## src/rtl/calc_pkg.sv

```systemverilog
// calc_pkg: shared opcode and FSM encodings plus iteration constants for the calculator
package calc_pkg;
  typedef enum logic [1:0] {OP_ADD = 2'b00, OP_SUB = 2'b01, OP_MUL = 2'b10, OP_DIV = 2'b11} op_e;
  typedef enum logic [1:0] {IDLE = 2'b00, GOT_A = 2'b01, EXEC = 2'b10, DONE = 2'b11} state_e;
  localparam int ITERS = 4;
  localparam logic [7:0] DIV0_RES = 8'hFF;
endpackage

```

## src/rtl/calc_iter_unit.sv

```systemverilog
// calc_iter_unit: iterative 4x4 shift-add multiply and restoring divide, one step per cycle
module calc_iter_unit
  import calc_pkg::*;
(
  input  logic       clk,
  input  logic       rst_n,
  input  logic       clr,
  input  logic       start,
  input  logic       step,
  input  logic       div,
  input  logic [3:0] a,
  input  logic [3:0] b,
  output logic       done,
  output logic [7:0] res
);
  logic [1:0] cnt;
  logic [3:0] a_q, b_q;
  logic       div_q, ge;
  logic [7:0] acc;
  logic [4:0] trial, diff;
  // For divide, acc holds {remainder, dividend/quotient}; res is the value after this step
  assign trial = {acc[7:4], acc[3]};
  assign diff  = trial - {1'b0, b_q};
  assign ge    = trial >= {1'b0, b_q};
  assign res   = div_q ? {ge ? diff[3:0] : trial[3:0], acc[2:0], ge}
                       : acc + (b_q[cnt] ? {4'b0, a_q} << cnt : 8'h00);
  assign done  = cnt == 2'(ITERS - 1);
  always_ff @(posedge clk or negedge rst_n)
    if (!rst_n) begin
      cnt <= '0;
      a_q <= '0;
      b_q <= '0;
      div_q <= 1'b0;
      acc <= '0;
    end else if (clr) begin
      cnt <= '0;
      acc <= '0;
    end else if (start) begin
      cnt <= '0;
      a_q <= a;
      b_q <= b;
      div_q <= div;
      acc <= div ? {4'b0, a} : 8'h00;
    end else if (step) begin
      cnt <= cnt + 2'd1;
      acc <= res;
    end
endmodule

```

## src/rtl/calc_sequencer.sv

```systemverilog
// calc_sequencer: two-operand calculator FSM driven by synchronised ENTER/CLEAR pin events
module calc_sequencer
  import calc_pkg::*;
(
  input  logic       clk,
  input  logic       rst_n,
  input  logic       ena,
  input  logic [7:0] ui_in,
  output logic [7:0] uo_out,
  input  logic [7:0] uio_in,
  output logic [7:0] uio_out,
  output logic [7:0] uio_oe
);
  state_e     state;
  op_e        op;
  logic [3:0] a, b;
  logic [1:0] ent_s, clr_s;
  logic       err, ent_q, clr_q, ent_arm, clr_arm;
  logic       ent_ev, clr_ev, div0, iter_done, exec_done, unused_uio;
  logic [7:0] iter_res, exec_res;
  // Arm flags require a low level after reset, so pins held high at release never fire
  assign ent_ev    = ent_s[1] & ~ent_q & ent_arm;
  assign clr_ev    = clr_s[1] & ~clr_q & clr_arm;
  assign div0      = op == OP_DIV && b == 4'd0;
  assign exec_done = ~op[1] | div0 | iter_done;
  assign exec_res  = op == OP_ADD ? {3'b0, {1'b0, a} + {1'b0, b}}
                   : op == OP_SUB ? {4'b0, a} - {4'b0, b}
                   : div0         ? DIV0_RES
                   : iter_res;
  assign uio_out    = {3'b0, state, err, state == DONE, state == EXEC};
  assign uio_oe     = 8'h1F;
  assign unused_uio = ^uio_in;
  calc_iter_unit u_iter (
    .clk(clk),
    .rst_n(rst_n),
    .clr(ena & clr_ev),
    .start(ena & ent_ev & ~clr_ev & state == GOT_A),
    .step(ena & ~clr_ev & state == EXEC & op[1] & ~div0),
    .div(op == OP_DIV),
    .a(a),
    .b(ui_in[3:0]),
    .done(iter_done),
    .res(iter_res)
  );
  always_ff @(posedge clk or negedge rst_n)
    if (!rst_n) begin
      state <= IDLE;
      op <= OP_ADD;
      a <= '0;
      b <= '0;
      err <= 1'b0;
      uo_out <= '0;
      ent_s <= '0;
      clr_s <= '0;
      ent_q <= 1'b0;
      clr_q <= 1'b0;
      ent_arm <= 1'b0;
      clr_arm <= 1'b0;
    end else if (ena) begin
      ent_s <= {ent_s[0], ui_in[6]};
      clr_s <= {clr_s[0], ui_in[7]};
      ent_q <= ent_s[1];
      clr_q <= clr_s[1];
      ent_arm <= ent_arm | ~ent_s[1];
      clr_arm <= clr_arm | ~clr_s[1];
      if (clr_ev) begin
        state <= IDLE;
        uo_out <= '0;
        err <= 1'b0;
      end else if (state == EXEC) begin
        if (exec_done) begin
          state <= DONE;
          uo_out <= exec_res;
          err <= div0;
        end
      end else if (ent_ev) begin
        if (state == GOT_A) begin
          b <= ui_in[3:0];
          state <= EXEC;
        end else begin
          a <= ui_in[3:0];
          op <= op_e'(ui_in[5:4]);
          err <= 1'b0;
          state <= GOT_A;
        end
      end
    end
endmodule

```

## config.mk

```make
export PLATFORM = sky130hd
export DESIGN_NAME = calc_sequencer
export DESIGN_NICKNAME = d
export VERILOG_FILES = /design/src/rtl/calc_pkg.sv /design/src/rtl/calc_iter_unit.sv /design/src/rtl/calc_sequencer.sv
export SDC_FILE = /design/constraint.sdc
export NUM_CORES = 1
export LEC_CHECK = 0
export CORE_MARGIN = 2
export CORE_UTILIZATION = 45
export CTS_BUF_LIST = sky130_fd_sc_hd__clkbuf_8
export DETAILED_ROUTE_END_ITERATION = 10
export PLACE_DENSITY = 0.67
export SETUP_SLACK_MARGIN = 0.4
export SLEW_MARGIN = 25
export SYNTH_ARGS = -nofsm -noshare
export SYNTH_HDL_FRONTEND = slang
export SYNTH_SLANG_ARGS = --single-unit
```

## constraint.sdc

```tcl
create_clock -name clk -period 3.5 [get_ports clk]
set_clock_uncertainty 0.15 [all_clocks]
set_input_delay 1.05 -clock clk [delete_from_list [all_inputs] [get_ports clk]]
set_output_delay 1.05 -clock clk [all_outputs]
set_load 0.1 [all_outputs]
```

==> out/summary.txt, run 1 <==
Fin. Hold Viols: 0
Rows: 30
Setup TNS: 0 ps
Crit path kind: reg2reg
Slew HR: 49.23%
Nets: 388
Req. time, crit path: 3540 ps
Routed vias/inst: 5.349
Final Hold Slack: 319.9 ps
Tot Pwr: 3.178 mW
# port buffers: 23
Antenna diodes: 0
Crit-path cells: mux4_2, and2_1, ha_1, o211ai_1, o211ai_1, o21ai_0, xor2_1, mux2i_1, a221o_1
Peak supply drop: 0.0003305 V
Period minus WS final: 2900 ps
Grt total ovfl: 0
Area growth syn-to-layout: 12.98%
CP Buf/Inv Count: 0
Core box area: 0.006794 sq mm
Critical Path Sink Type: register
Clk slew on worst S/H paths: 90 ps
Worst Tran Pin Value: 761.5 ps
Placed Cells: 428
TritonCTS Buffers: 5
DRC: 0
Post-synthesis sequential area ratio: 37.87%
#FFs+latches synth: 48
TritonRoute pass-1 iters: 4
Slowest CP cell: mux4_2
RSZ-0062 raised after global routing: no
Worst setup margin: 599.7 ps
Via count of the routed design: 2,343
Status: finished clean
HP Class: reg2reg
Slowest cell delay on critical path: 530 ps
Syn_area_per_cell: 10.04 sq um
Fraction of layout cells with a size suffix above 1: 16.96%
Placement Setup Slack: 419.8 ps
Vias in the first global route: 2,188
First-pass GRT wire length: 10,940 microns
Num Clock Sinks: 48
CP startpoint kind: register
Worst skew pair latency: 300 ps
Fin util: 52.74%
Pin count of the biggest net entering global routing: 49
CP delay by family, top: compound AO/OA/AOI/OAI gates
Antenna-violating nets left: 0
Final Non-Filler Cells: 438
Post-synth EDFFs: 0
Yosys warns: 0
Highest clock rate: 0.3448 GHz
Die area: 0.007736 sq mm
LEAKAGE: 1.669 nW
Synth Flop Type: dfrtp_1
Post-Route WL: 6597 microns
CTS Root Cell: clkbuf_8
Htree depth: 2
Initial antenna violation count: 0
Slew Viols, Final: 0
Syn Inst Count: 316
Asr flop ratio synth: 100.0%
MaxCap Viol Count: 0
Starting DRT DRC Count: 184
Placed inst area: 0.003430 sq mm
HPWL Detailed: 5021 microns
Gr usage total: 18.34%
Die extent in y: 87.96 microns
DR WL/cell: 15.06 microns
Tcrit/Tclk final: 82.87%
Most common cell after layout, fill and taps aside: dfrtp_1
Max Root-Sink Buffers: 2
Cell area power density: 886.8 mW/mm^2
Post-Syn Area: 0.003172 sq mm
Chip width: 87.96 microns
Finished Cell Area: 0.003583 sq mm
Most frequent cells in the layout: 47 x dfrtp_1, 28 x o21ai_0, 24 x nand2_1
Worst-path maximum fanout: 10
Most used cell, CP: o211ai_1
Worst Path Arrival: 2940 ps
Ports: 43
Synth cell types: 55
Initial core utilization: 46.69%
CTS tree: yes
GP Congestion: 0.7678
# setup viols final: 0
## final cells by class
| class | count | area, sq um |
|---|---|---|
| Timing Repair Buffer | 30 | 245.2 |
| Clock inverter | 3 | 68.82 |
| Tap cell | 96 | 120.1 |
| Inverter | 20 | 75.07 |
| Clock buffer | 5 | 68.82 |
| Fill cell | 634 | 3211 |
| Sequential cell | 48 | 1202 |
| Multi-Input combinational cell | 236 | 1803 |
## sequential cells by signal, indices dropped and copies added, names as in the netlist, 4 cells and up
| register | flops |
|---|---|
| uo_out | 8 |
| u_iter.b_q | 4 |
| u_iter.a_q | 4 |
| a | 4 |
| b | 4 |
| u_iter.acc | 8 |
## where the power goes
part | leakage [nW] | total [mW] | internal [mW] | switching [mW]
Clock | 0.0687 | 0.479 | 0.288 | 0.192
Sequential | 0.610 | 0.980 | 0.729 | 0.251
Combinational | 0.990 | 1.72 | 0.634 | 1.08
## kinds of logic (layout without fill, tap and decap cells)
family | count (synthesis) | count (layout) | synth area share [%]
AND/OR/NAND/NOR | 73 | 73 | 12.03
multiplexers | 30 | 30 | 10.97
AO/OA/AOI/OAI | 86 | 86 | 18.26
adder cells (fa/ha/maj) | 28 | 28 | 11.99
flip-flops | 48 | 48 | 37.87
XOR/XNOR | 8 | 8 | 2.209
other | 2 | 11 | 0.2368
buffers and inverters | 41 | 58 | 6.430
## worst paths after layout
check	from	to	slack [ps]	cells past startpoint
worst min register to register	ent_arm	ent_arm	320	1
worst max-delay path	u_iter.cnt[0]	uo_out[7]	600	9
min in group asynchronous	rst_n	u_iter.cnt[1]	690	2
worst max register to register	u_iter.cnt[0]	uo_out[7]	600	9
worst min-delay path	ent_arm	ent_arm	320	1
max in group asynchronous	rst_n	u_iter.cnt[0]	2050	2
## worst register-to-register path: stages, from the launching register on
cell      delay [ps]
dfrtp_2          480
mux4_2           540
and2_1           160
ha_1             340
o211ai_1         230
o211ai_1         100
o21ai_0          110
xor2_1           210
mux2i_1          130
a221o_1          350
## per-layer routing
layer | routed length [microns] | part of all wire [%] | vias to the layer above | global-route usage, %
met5 | 0 | 0 | - | 0
met4 | 40 | 0.61 | 0 | 3.497
met2 | 3123 | 47 | 34 | 29.27
met3 | 157 | 2.4 | 5 | 3.110
met1 | 3277 | 50 | 1141 | 26.54
li1 | - | - | 1163 | -
## synth_stat cells (all sizes together) (2+ instances only)
master	instances	share of area, %
nor2	15	1.9
dfrtp	48	38
and2	5	0.99
mux4	2	1.4
o211ai	2	0.47
a32o	4	1.3
buf	14	3.1
nor4	3	0.79
nor3b	2	0.63
a21o	9	2.1
mux2i	10	3.2
nand3	7	1.1
xnor2	4	1.1
nand4	2	0.39
conb	2	0.24
fa	4	2.5
xor2	4	1.1
mux2	18	6.4
inv	20	2.4
clkbuf	7	0.95
a21boi	2	0.59
ha	24	9.5
o21ai	29	4.6
nand3b	3	0.71
nor3	2	0.32
a221o	4	1.3
a22o	6	1.7
a21oi	17	3.0
a211oi	3	0.71
a22oi	3	0.71
nand2	24	2.8
nor2b	4	0.79
## repair_timing
| action | CTS | global route |
|---|---|---|
| buffers inserted | 0 | 2 |
| gates resized for setup | 0 | 1 |
| hold buffers | 0 | 0 |
| endpoints found under the setup margin | 0 | 6 |
Note: power is estimated with default switching activity, not from simulation.
==> run 2: changes to the inputs <==
==> constraint.sdc (replaced) <==
create_clock -name clk -period 2.85 [get_ports clk]
set_clock_uncertainty 0.15 [all_clocks]
set_input_delay 0.855 -clock clk [delete_from_list [all_inputs] [get_ports clk]]
set_output_delay 0.855 -clock clk [all_outputs]
set_load 0.1 [all_outputs]
==> out/summary.txt, run 2 (synthesized netlist as in run 1, its figures left out) <==
Critical R2R Launch: u_iter.cnt[0]
# setup viols final: 0
Via count of the routed design: 2,363
TritonCTS Buffers: 5
Initial core utilization: 46.69%
Slew HR: 61.89%
DRC: 0
Gr usage total: 18.81%
Die extent in y: 87.96 microns
TritonRoute pass-1 iters: 4
Worst skew pair latency: 300 ps
Final Non-Filler Cells: 450
Initial antenna violation count: 0
Switching share of power: 48.59%
Worst setup margin: 136.6 ps
Die area: 0.007736 sq mm
CTS Root Cell: clkbuf_8
Worst Tran Pin Value: 567.8 ps
Vias in the first global route: 2,251
Rows: 30
Met3 GRT Util: 2.922%
Peak supply drop: 0.0004551 V
First-pass GRT wire length: 11,210 microns
Status: finished clean
CP startpoint kind: register
Ports: 43
Cell area power density: 1047 mW/mm^2
Antenna diodes: 0
Htree depth: 2
RSZ-0062 raised after global routing: yes
Routed vias/inst: 5.251
CTS tree: yes
Fin util: 55.95%
Num Clock Sinks: 48
Tcrit/Tclk final: 95.21%
Logic gate share of total power: 59.8%
Reg2Reg Depth: 9
MaxCap Viol Count: 0
GRT met1 Usage: 27.18%
Highest clock rate: 0.3685 GHz
Psw: 1.934 mW
LEAKAGE: 1.704 nW
Busiest grt layer: met2
Worst setup startpoint: u_iter.cnt[0]
Core box area: 0.006794 sq mm
Setup TNS: 0 ps
Worst-path maximum fanout: 7
Fraction of layout cells with a size suffix above 1: 26.84%
Finished Cell Area: 0.003801 sq mm
Chip width: 87.96 microns
Critical Path Sink Type: register
Nets: 400
Worst Path Arrival: 2750 ps
R2r endpoint: uo_out[7]
Area growth syn-to-layout: 19.84%
Top Registers: u_iter.acc (8), uo_out (8)
Fin. Hold Viols: 0
GP Congestion: 0.8234
Share of power burned in registers: 29.8%
HPWL Detailed: 5385 microns
Grt total ovfl: 0
Placed Cells: 438
HP Class: in2async
Most frequent cells in the layout: 44 x dfrtp_1, 31 x buf_4, 24 x nand2_1
Antenna-violating nets left: 0
Internal power: 2.046 mW
DR WL/cell: 15.34 microns
Pin count of the biggest net entering global routing: 21
Post-Route WL: 6901 microns
Most common cell after layout, fill and taps aside: dfrtp_1
Placement Setup Slack: 63.44 ps
Power share of the clock group: 10.4%
Setup slack, reg-to-reg: 140 ps
Met2 Use GR: 30.03%
Req. time, crit path: 2890 ps
Critical Path End: uo_out[7]
# port buffers: 23
Crit path kind: reg2reg
Clk slew on worst S/H paths: 90 ps
Max Root-Sink Buffers: 2
Slew Viols, Final: 0
Placed inst area: 0.003585 sq mm
Period minus WS final: 2713 ps
Starting DRT DRC Count: 149
-- run 2: power groups by stage --
stage / sequential, mW / clock [mW] / combinational, mW
floorplan: 1.49 / 0 / 1.40
global placement: 1.19 / 0 / 2.20
detailed placement: 1.20 / 0 / 2.23
CTS: 1.19 / 0.426 / 2.29
global route: 1.22 / 0.459 / 2.59
finish: 1.18 / 0.416 / 2.38
-- run 2: routing by layer --
layer | part of all wire, % | wire length [microns]
met5 | 0 | 0
met2 | 44 | 3045
met1 | 52 | 3563
met4 | 1.8 | 123
met3 | 2.4 | 169
-- run 2: layout make-up --
class | count | area, sq um
multi-input combinational | 236 | 1958
timing repair buffer | 42 | 347.8
sequential | 48 | 1206
inverter | 20 | 75.07
clock inverter | 2 | 11.26
clock buffer | 6 | 82.58
fill | 611 | 2993
tap | 96 | 120.1
-- run 2: worst min-delay path by stage --
stage	start	to	slack, ps	depth (start not counted)
after floorplan	ent_arm	ent_arm	270	1
after global placement	ent_arm	ent_arm	290	1
after detailed placement	ent_arm	ent_arm	310	1
after CTS	rst_n	u_iter.acc[7]	320	1
after global routing	rst_n	uo_out[5]	330	1
final	rst_n	uo_out[5]	320	1
-- run 2: through the flow --
| stage | hold WS (ps) | total power, mW |
|---|---|---|
| after floorplan | 268.2 | 2.897 |
| after global placement | 292.6 | 3.390 |
| after detailed placement | 307.6 | 3.429 |
| after CTS | 323.8 | 3.896 |
| after global routing | 331.1 | 4.274 |
| final | 320.7 | 3.981 |
-- run 2: what timing repair did --
action | CTS | global route
hold buffers | 0 | 0
setup buffers | 3 | 1
endpoints found under the setup margin | 14 | 23
pin swaps | 5 | 11
resized for setup | 9 | 14
-- run 2: worst max-delay path, stage by stage (launching register included) --
cell,delay [ps]
dfrtp_2,440
mux4_2,550
and2_4,170
ha_4,280
o211ai_1,110
o211ai_1,200
o21ai_1,120
xor2_1,170
mux2i_1,110
a221o_1,300
==> run 3: changes to the inputs <==
--- a/config.mk
+++ b/config.mk
@@ -14,4 +14,5 @@
 export SLEW_MARGIN = 25
 export SYNTH_ARGS = -nofsm -noshare
 export SYNTH_HDL_FRONTEND = slang
+export SYNTH_HIERARCHICAL = 1
 export SYNTH_SLANG_ARGS = --single-unit
==> out/summary.txt, run 3 <==
Slew HR: 60.91%
Synth Flop Type: dfrtp_1
Initial antenna violation count: 0
Reg area: 0.001206 sq mm
RSZ-0062 raised after global routing: yes
Setup TNS: 0 ps
CTS Root Cell: clkbuf_8
Worst setup margin: 129.2 ps
Crit-path cells: mux4_2, and2_4, ha_4, nand3_2, and2_4, o31a_1, xor2_1, o32ai_2, nor2_1, o31ai_1
Period minus WS final: 2721 ps
Count leader, synth: dfrtp_1
MaxCap Viol Count: 0
Rows: 31
Status: finished clean
Placement Setup Slack: 78.31 ps
Max Root-Sink Buffers: 2
Syn Inst Count: 359
Antenna-violating nets left: 0
GP Congestion: 0.8525
Multi-input logic area: 0.002098 sq mm
Pin count of the biggest net entering global routing: 49
Routed vias/inst: 5.350
First-pass GRT wire length: 12,500 microns
Core box area: 0.007176 sq mm
Slew Viols, Final: 0
DR WL/cell: 15.18 microns
Antenna diodes: 0
Post-Syn Area: 0.003299 sq mm
Via count of the routed design: 2,691
Initial core utilization: 45.98%
Yosys warns: 6
Ports: 43
Req. time, crit path: 2910 ps
Die area: 0.008033 sq mm
Cell area power density: 1125 mW/mm^2
Most frequent cells in the layout: 44 x dfrtp_1, 43 x nand2_1, 36 x buf_4
Tot Pwr: 4.580 mW
Fraction of layout cells with a size suffix above 1: 29.21%
CP startpoint kind: register
LEAKAGE: 1.803 nW
# setup viols final: 0
#FFs+latches synth: 48
Synth cell types: 58
Post-Route WL: 7636 microns
Worst Path Arrival: 2790 ps
Top Registers: u_iter/acc (8), uo_out (8)
Grt total ovfl: 0
Post-synth EDFFs: 0
CTS tree: yes
Post-synth top area share: 36.41%
Top cells by area, synth: dfrtp_1 36%, ha_1 9.1%, mux2_2 6.5%
Syn_area_per_cell: 9.191 sq um
HPWL Detailed: 5567 microns
Num Clock Sinks: 48
Most common cell after layout, fill and taps aside: dfrtp_1
Starting DRT DRC Count: 270
Peak supply drop: 0.0005384 V
TritonCTS Buffers: 5
Placed Cells: 477
Slowest CP cell: mux4_2
Slowest cell delay on critical path: 540 ps
Highest clock rate: 0.3675 GHz
Most used cell, CP: and2_4
Gr usage total: 20.30%
Crit path kind: reg2reg
Nets: 450
Fin. Hold Viols: 0
Fillcell total: 636
# port buffers: 23
Area growth syn-to-layout: 23.36%
Hold_buf cts: 0
Tcrit/Tclk final: 95.47%
Worst-path maximum fanout: 5
Post-synth top cells: 48 x dfrtp_1, 43 x nand2_1, 32 x o21ai_0, 24 x ha_1, 23 x inv_1
Final Non-Filler Cells: 503
TritonRoute pass-1 iters: 4
Die extent in y: 89.63 microns
Worst skew pair latency: 300 ps
Clk slew on worst S/H paths: 90 ps
Post-synthesis sequential area ratio: 36.41%
Critical Path Sink Type: register
Chip width: 89.63 microns
HP Class: reg2reg
Largest area contributor in the netlist: dfrtp_1
Vias in the first global route: 2,621
Asr flop ratio synth: 100.0%
Htree depth: 2
DRC: 0
Worst Tran Pin Value: 586.4 ps
[run 3: cell types whose count changed after synthesis, sizes merged, moves of 5 or more]
| cell | change |
|---|---|
| a21o | -6 |
| nand2 | +19 |
| o31ai | +6 |
| nor2 | +5 |
| mux2i | -7 |
| nand3 | +5 |
| a22o | -6 |
| nor3 | +5 |
[run 3: final timing paths]
path / from / slack (ps) / to / depth (start not counted)
hold / removal: ent_arm / 310 / ent_arm / 1
min in group asynchronous: rst_n / 370 / uo_out[7] / 2
setup / recovery: u_iter/cnt[0] / 130 / uo_out[7] / 10
setup reg to reg: u_iter/cnt[0] / 130 / uo_out[7] / 10
max in group asynchronous: rst_n / 1930 / u_iter/cnt[1] / 2
hold reg to reg: ent_arm / 310 / ent_arm / 1
[run 3: where the power goes]
part	switching, mW	total (mW)	internal, mW
clock	0.232	0.431	0.199
combinational	1.71	2.85	1.13
sequential	0.370	1.30	0.934
[run 3: layer usage]
layer | vias to the layer above | wire (microns) | GRT usage, % | share of wire [%]
li1 | 1328 | - | - | -
met2 | 52 | 3602 | 32.22 | 47
met3 | 11 | 265 | 3.016 | 3.5
met1 | 1300 | 3620 | 28.84 | 47
met4 | 0 | 148 | 6.106 | 1.9
met5 | - | 0 | 0 | 0
[run 3: cell families after synthesis]
kind of cell             share of synthesized area, %
flip-flops                                      36.40
buffers and inverters                           7.281
AND/OR/NAND/NOR                                 17.48
AO/OA/AOI/OAI                                   17.14
other                                          0.2276
adder cells (fa/ha/maj)                         11.53
multiplexers                                    8.077
XOR/XNOR                                        1.858
[run 3: worst max-delay path, delay by kind of cell (launching register included)]
kind,cells,cell delay (ps)
AO/OA/AOI/OAI,3,640
multiplexers,1,540
AND/OR/NAND/NOR,4,470
flip-flops,1,380
adder cells (fa/ha/maj),1,290
XOR/XNOR,1,170
[run 3: what timing repair did]
item	CTS	global route
pin swaps	17	9
setup buffers	13	4
endpoints found under the setup margin	12	22
cloned	0	1
resized for setup	26	15
[run 3: cell type report]
type | count | share of cell area [%]
clock buffers | 6 | 2.029
clock inverters | 2 | 0.3381
inverters | 23 | 2.121
multi-input cells | 272 | 51.55
flip-flops and latches | 48 | 29.63
well taps | 99 | 3.043
repair buffers | 53 | 11.28
[run 3: per-stage QoR]
step	util (%)	hold WS (ps)	cell area (sq um)
global route	56.72	335.1	4070
CTS	55.38	317.3	3974
global placement	51.09	286.6	3666
detailed placement	51.09	295.6	3666
finish	56.72	310.5	4070
floorplan	-	270.5	3398
